==> src/rtl/core_overlap_stream.sv <==
// Streaming overlap-add of N_CORES core output columns per beat. The tail that
// overlaps the next beat is carried forward, and a flush beat drains it on last.
module core_overlap_stream #(
   parameter int N_CORES                 = 4,
   parameter int SIZE_OF_EACH_CORE_INPUT = 2,
   parameter int SIZE_OF_EACH_KERNEL     = 3,
   parameter int STRIDE                  = 1,
   parameter int PIX_WIDTH               = 8,
   parameter int OUT_WIDTH               = 10,
   parameter int SATURATE                = 1,
   localparam int NOV  = SIZE_OF_EACH_CORE_INPUT * STRIDE,
   localparam int PIN  = STRIDE * (SIZE_OF_EACH_CORE_INPUT - 1) + SIZE_OF_EACH_KERNEL,
   localparam int OVL  = PIN - NOV,
   localparam int POUT = NOV * N_CORES
) (
   input  logic                          clk_i,
   input  logic                          rst_i,
   input  logic                          en_i,
   input  logic                          valid_i,
   output logic                          ready_o,
   input  logic                          last_i,
   input  logic [N_CORES*PIN*PIX_WIDTH-1:0] core_data_i,
   output logic                          valid_o,
   input  logic                          ready_i,
   output logic                          last_o,
   output logic [POUT*OUT_WIDTH-1:0]     overlapped_column_o,
   output logic                          sat_o
);

   localparam int SPAN = POUT + OVL;
   localparam int SW   = PIX_WIDTH + $clog2(N_CORES * PIN);
   // One spare bit so the head sum plus carry can never wrap.
   localparam int AW   = SW + 1;
   localparam int XW   = (AW > OUT_WIDTH) ? AW : OUT_WIDTH;
   localparam logic [XW-1:0] MAXV = (XW'(1) << OUT_WIDTH) - XW'(1);

   typedef enum logic {ST_RUN = 1'b0, ST_FLUSH = 1'b1} state_e;

   state_e                      state_q, state_d;
   logic                        valid_q, valid_d;
   logic                        last_q, last_d;
   logic                        sat_q, sat_d;
   logic [POUT*OUT_WIDTH-1:0]   col_q, col_d;
   logic [AW-1:0]               carry_q [OVL];
   logic [AW-1:0]               carry_d [OVL];
   logic [AW-1:0]               span [SPAN];
   logic [OUT_WIDTH:0]          beat_px [POUT];
   logic [OUT_WIDTH:0]          flush_px [OVL];
   logic                        free;
   logic                        accept;

   // Returns {clipped, pixel}.
   function automatic logic [OUT_WIDTH:0] clip_or_wrap(input logic [AW-1:0] v);
      logic [XW-1:0] x;
      x = XW'(v);
      if ((SATURATE != 0) && (x > MAXV)) return {1'b1, MAXV[OUT_WIDTH-1:0]};
      return {1'b0, x[OUT_WIDTH-1:0]};
   endfunction

   assign free    = !valid_q || ready_i;
   assign ready_o = (state_q == ST_RUN) && en_i && free;
   assign accept  = valid_i && ready_o;

   always_comb begin
      for (int p = 0; p < SPAN; p++) span[p] = '0;
      for (int k = 0; k < N_CORES; k++) begin
         for (int i = 0; i < PIN; i++) begin
            span[k*NOV+i] = span[k*NOV+i]
                          + AW'(core_data_i[(k*PIN+i)*PIX_WIDTH +: PIX_WIDTH]);
         end
      end
      for (int p = 0; p < OVL; p++) span[p] = span[p] + carry_q[p];
   end

   always_comb begin
      for (int j = 0; j < POUT; j++) beat_px[j] = clip_or_wrap(span[j]);
      for (int q = 0; q < OVL; q++) flush_px[q] = clip_or_wrap(carry_q[q]);
   end

   always_comb begin
      state_d = state_q;
      valid_d = valid_q && !ready_i;
      last_d  = last_q;
      sat_d   = sat_q;
      col_d   = col_q;
      carry_d = carry_q;
      case (state_q)
         ST_RUN: begin
            if (accept) begin
               valid_d = 1'b1;
               last_d  = 1'b0;
               sat_d   = 1'b0;
               for (int j = 0; j < POUT; j++) begin
                  col_d[j*OUT_WIDTH +: OUT_WIDTH] = beat_px[j][OUT_WIDTH-1:0];
                  sat_d = sat_d | beat_px[j][OUT_WIDTH];
               end
               for (int q = 0; q < OVL; q++) carry_d[q] = span[POUT+q];
               if (last_i) state_d = ST_FLUSH;
            end
         end
         ST_FLUSH: begin
            if (en_i && free) begin
               valid_d = 1'b1;
               last_d  = 1'b1;
               sat_d   = 1'b0;
               col_d   = '0;
               for (int q = 0; q < OVL; q++) begin
                  col_d[q*OUT_WIDTH +: OUT_WIDTH] = flush_px[q][OUT_WIDTH-1:0];
                  sat_d      = sat_d | flush_px[q][OUT_WIDTH];
                  carry_d[q] = '0;
               end
               state_d = ST_RUN;
            end
         end
         default: state_d = ST_RUN;
      endcase
   end

   always_ff @(posedge clk_i or posedge rst_i) begin
      if (rst_i) begin
         state_q <= ST_RUN;
         valid_q <= 1'b0;
         last_q  <= 1'b0;
         sat_q   <= 1'b0;
         col_q   <= '0;
         for (int q = 0; q < OVL; q++) carry_q[q] <= '0;
      end else begin
         state_q <= state_d;
         valid_q <= valid_d;
         last_q  <= last_d;
         sat_q   <= sat_d;
         col_q   <= col_d;
         for (int q = 0; q < OVL; q++) carry_q[q] <= carry_d[q];
      end
   end

   assign valid_o             = valid_q;
   assign last_o              = last_q;
   assign sat_o               = sat_q;
   assign overlapped_column_o = col_q;

endmodule

==> config.mk <==
export PLATFORM = sky130hd
export DESIGN_NAME = core_overlap_stream
export DESIGN_NICKNAME = d
export VERILOG_FILES = /design/src/rtl/core_overlap_stream.sv
export SDC_FILE = /design/constraint.sdc
export NUM_CORES = 1
export LEC_CHECK = 0
export ABC_AREA = 1
export BUFFER_PORTS_ARGS = -buffer_cell sky130_fd_sc_hd__clkbuf_2
export CORE_ASPECT_RATIO = 1.4
export CORE_UTILIZATION = 52
export CTS_BUF_LIST = sky130_fd_sc_hd__clkbuf_4 sky130_fd_sc_hd__clkbuf_8 sky130_fd_sc_hd__clkbuf_16
export DETAILED_ROUTE_END_ITERATION = 12
export GPL_TIMING_DRIVEN = 0
export PLACE_DENSITY = 0.82
export SLEW_MARGIN = 20
export SYNTH_ARGS = -nofsm -noshare
export SYNTH_HDL_FRONTEND = slang
export SYNTH_SLANG_ARGS = --single-unit
==> constraint.sdc <==
create_clock -name clk_i -period 3.1 [get_ports clk_i]
set_input_delay 0.155 -clock clk_i [delete_from_list [all_inputs] [get_ports clk_i]]
set_output_delay 0.155 -clock clk_i [all_outputs]
set_load 0.02 [all_outputs]
## After elaboration in Yosys (flattened, before gate mapping)

Cells that the tools add are included.

| operators by class | value |
|---|---|
| magnitude comparators | 10 |
| add/subtract/negate cells | 8 |
| multiplexer cells | 49 |
| bitwise logic cells | 9 |
| multiply operators | 0 |
| reductions and logical operators | 9 |
| shift operators | 0 |
| div/mod/pow operators | 0 |
| equal/unequal tests | 2 |

Operators by type and width:

| kind | count |
|---|---|
| 2-to-1 mux 11 bit | 20 |
| 2-to-1 mux 80 bit | 2 |
| case mux 80 bit (2 select lines) | 1 |
| > comparator 9 x 10 -> 1 bit, second input constant | 6 |
| adder 8 x 8 -> 9 bit | 6 |
| > comparator 13 x 10 -> 1 bit, second input constant | 4 |
| 2-to-1 mux 26 bit | 2 |
| case mux 26 bit (2 select lines) | 1 |
| adder 8 x 13 -> 13 bit | 2 |
| 2-to-1 mux 1 bit | 19 |
| OR 1 bit | 8 |
| case mux 1 bit (2 select lines) | 4 |
| logical AND 1 bit | 5 |
| logical NOT 1 bit | 2 |
| != test 2 x 1 -> 1 bit, second input constant | 1 |
| != test 2 bit, second input constant | 1 |
| AND reduction 2 bit | 1 |
| logical OR 1 bit | 1 |
| inverter 1 bit | 1 |

| storage, ports and cells | value |
|---|---|
| memories | 0 |
| memory bits (read-only) | 0 |
| logic and storage cells | 94 |
| latch bits | 0 |
| memory bits (writable) | 0 |
| register bits after elaboration | 110 |

## Depth between registers and ports, before layout

| logic depth | value |
|---|---|
| depth in word-level cells | 13 |
| gate-level depth with buffers | 10 |

## Worst setup path after synthesis

Ideal clock, no wire load.

| path | value |
|---|---|
| path kind | register to register |
| start point | register carry_q[13] (netlist bit) |
| end point | register col_q[4] (netlist: overlapped_column_o[4]) |
| buffers on the path | 0 |
| slack | 1.472 ns |
| arrival | 1.505 ns |
| cell stages (with the launch flop) | 10 |
| clock period less this slack | 1.628 ns |
| cells stage by stage | dfrtp_1 > ha_1 > fa_1 > nand2_1 > nand2_1 > and2_1 > nand2_1 > nand2_1 > o21ai_0 > nand2_1 |

| on the way | value |
|---|---|
| word-level cells in the longest chain between the ends | 6 |

RTL lines:

| item | line | RTL |
|---|---|---|
| start: declaration | 44 | `logic [AW-1:0] carry_q [OVL];` |
| adder 8 x 13 -> 13 bit | 72 | `for (int p = 0; p < OVL; p++) span[p] = span[p] + carry_q[p];` |
| > comparator 13 x 10 -> 1 bit | 56 | `if ((SATURATE != 0) && (x > MAXV)) return {1'b1, MAXV[OUT_WIDTH-1:0]};` |
| 2-to-1 mux 1 bit | 56 |  |
| 2-to-1 mux 11 bit | 57 | `return {1'b0, x[OUT_WIDTH-1:0]};` |
| 2-to-1 mux 80 bit | 89 | `if (accept) begin` |
| case mux 80 bit (2 select lines) * | 87 | `case (state_q)` |
| end signal: assignment | 132 | `col_q <= col_d;` |
| end: declaration | 43 | `logic [POUT*OUT_WIDTH-1:0] col_q, col_d;` |

Mark *: on every way between the ends. The rest lies on a longest branch, timed or not. The select of a mux whose other input is x is not followed.
A chain may end at the register's enable or synchronous reset.

## Worst setup path after layout

| path | value |
|---|---|
| start point | register carry_q[0] (netlist bit) |
| end point | register col_q[14] (netlist: overlapped_column_o[14]) |

The elaborated chain is that of the path after synthesis.

==> metrics.txt <==
status complete, no violations; crit start category register; Tightest Pin Transition 0.5606 ns; design area 0.007993 mm^2; post-layout minimum cycle time 1.870 ns; Worst Hold Class in2reg; crit path max fanout 3; DP Cell Count 1207; CTS HTree Levels 3; final wirelength 17680 um; GR Overflow Total 0; final period utilization 0.6031; post-synthesis cell area 0.006391 mm^2; critical path arrival 2.09 ns; post-route ant nets 0; count of cell types in the netlist 31; die footprint 0.01274 mm^2; sequential area share after synthesis 0.3563; setup slack after layout 1.230 ns; largest net degree at the start of global routing 50; vias per inst 5.299; number of remaining DRC errors 0; Clk pin slew, worst setup/hold paths 0.06 ns; fillers 1047; Worst Setup SP carry_q[0]; First DRT Iteration DRCs 222; min-delay src core_data_i[123]; port buffer count 208; Max-slew headroom 0.6263; CTS root buf clkbuf_16; Slew Viols, Final 0; initial antenna violation count 0; GRT Total Usage 0.2872; CTS tree built; vias in the first global route 6059; Vias 6486; CTS Buf Count 9; pre-CTS setup slack 1.258 ns; postcts setup bufs 0; Leak 4.708 nW; row count 47; final net count 1278; routability-driven placement congestion ratio 0.9003; register bit count reported by yosys 91; IO Pins 218; worst hold slack 0.01884 ns; Sink Count 91; Die Wd 95.70 um; VDD IR max 0.3114 mV; Setup Viol. Count Final 0; Detailed Place HPWL 13760 um; unrepaired setup endpoints after global routing false; fmax 0.5349 GHz; Placed Area 0.007679 mm^2; Hold Fails Final Rpt 0; global-route wire length before repair 27990 um; Cells after Synth 843; CP Capture Type register; clock latency at the later pin of the worst-skew pair 0.34 ns; Clock Skew 0.004547 ns; Core Util, Final 0.6728; Pwr Density 584.8 mW/mm^2; clock buffer depth 2; drt pass-1 iters 7; layout cell share with drive strength beyond 1 0.2442; Max Cap Viol 0; area grow syn2layout 25.06%; FF-to-FF Start carry_q[0]; ant diodes 0; Ys Warns 0; fin cells 1224; Mean Syn Cell Area 7.581 um^2; CP required 3.32 ns; kind of critical path reg2reg; initial core utilization 0.5380; Core Region 0.01188 mm^2; DR WL/cell 14.44 um; die height 133.2 um
cell usage in the layout, fill, tap and decap left out, drive strengths merged, types with 12 or more instances in the layout:
cell type  count
o21ai         48
dfrtp         91
inv           92
ha            64
clkbuf       224
a22o          12
buf           29
nand3         76
nand2        274
nor2          39
a21oi         38
nand4         24
sequential cells by signal (all words and copies together) (netlist names):
register and count:
overlapped_column_o 72, carry_q 16, last_o 1, state_q 1
valid_o 1
area by class of cell:
type	instances	area [um^2]	share of cell area
Clock buffer	14	269.0	0.03366
Multi-Input combinational cell	638	3600	0.4504
Tap cell	147	183.9	0.02301
Inverter	92	350.3	0.04383
Timing Repair Buffer	210	1079	0.1349
Sequential cell	91	2277	0.2849
Clock inverter	2	35.03	0.004383
Buffer	30	198.9	0.02489
metal layers:
metal | vias to the layer above | global-route usage | part of all wire
met1 | 2972 | 0.3375 | 0.40
met4 | 0 | 0.1509 | 0.040
met5 | - | 0 | 0
met3 | 45 | 0.04338 | 0.056
li1 | 3226 | - | -
met2 | 243 | 0.4952 | 0.51
critical path, stage by stage (launching register included):
cell,delay (ns)
dfrtp_1,0.40
ha_1,0.22
fa_1,0.39
nand2_1,0.10
nand2_1,0.07
and2_1,0.16
nand2_1,0.06
nand2_1,0.04
o21ai_0,0.22
nand2_1,0.08
stage by stage:
step	TNS [ns]	total power [mW]
6_report	0	4.674
2_1_floorplan	0	2.906
3_5_place_dp	0	3.553
5_1_grt	0	4.990
3_3_place_gp	-45.86	3.501
4_1_cts	0	4.695
cell usage after synthesis, drive strengths merged:
master / n / share of area
nand3: 76 / 0.060
nor2: 39 / 0.023
dfrtp: 91 / 0.36
nand2b: 7 / 0.0069
and2: 2 / 0.0020
inv: 92 / 0.054
a21oi: 38 / 0.030
nand2: 274 / 0.16
a21o: 6 / 0.0070
ha: 64 / 0.13
clkbuf: 2 / 0.0012
nand4: 24 / 0.026
fa: 8 / 0.025
xnor2: 3 / 0.0041
a22o: 12 / 0.016
o21ai: 48 / 0.039
buf: 28 / 0.030
xor2: 6 / 0.0082
or2: 2 / 0.0020
a31oi: 6 / 0.0059
o31ai: 1 / 0.0012
o21a: 3 / 0.0035
nand3b: 10 / 0.012
conb: 1 / 0.00059
where the power goes:
part           switching, mW  internal, mW  leakage, nW
clock                  0.448         0.683        0.155
sequential             0.189          1.49         1.15
combinational           1.18         0.686         3.40
total                   1.82          2.86         4.71
timing repair:
action / CTS / global route
resized for setup: 0 / 0
hold buffers: 1 / 0
endpoints found under the hold margin: 42 / 0
cells by family after synthesis:
| group | after synthesis | synth area share |
|---|---|---|
| other cells | 1 | 0.0005868 |
| simple gates | 434 | 0.2921 |
| fa+ha+maj | 72 | 0.1504 |
| compound gates | 114 | 0.1032 |
| xor+xnor | 9 | 0.01233 |
| flops | 91 | 0.3563 |
| buf+inv | 122 | 0.08516 |
worst paths after layout:
kind / endpoint / slack [ns] / cells after the start
max: overlapped_column_o[14] / 1.23 / 9
min in group asynchronous: overlapped_column_o[18] / 0.38 / 3
min: carry_q[3] / 0.02 / 3
min reg2reg: overlapped_column_o[28] / 0.48 / 2
max in group asynchronous: overlapped_column_o[50] / 2.15 / 4
max reg2reg: overlapped_column_o[14] / 1.23 / 9
(Power assumes the default switching activity.)
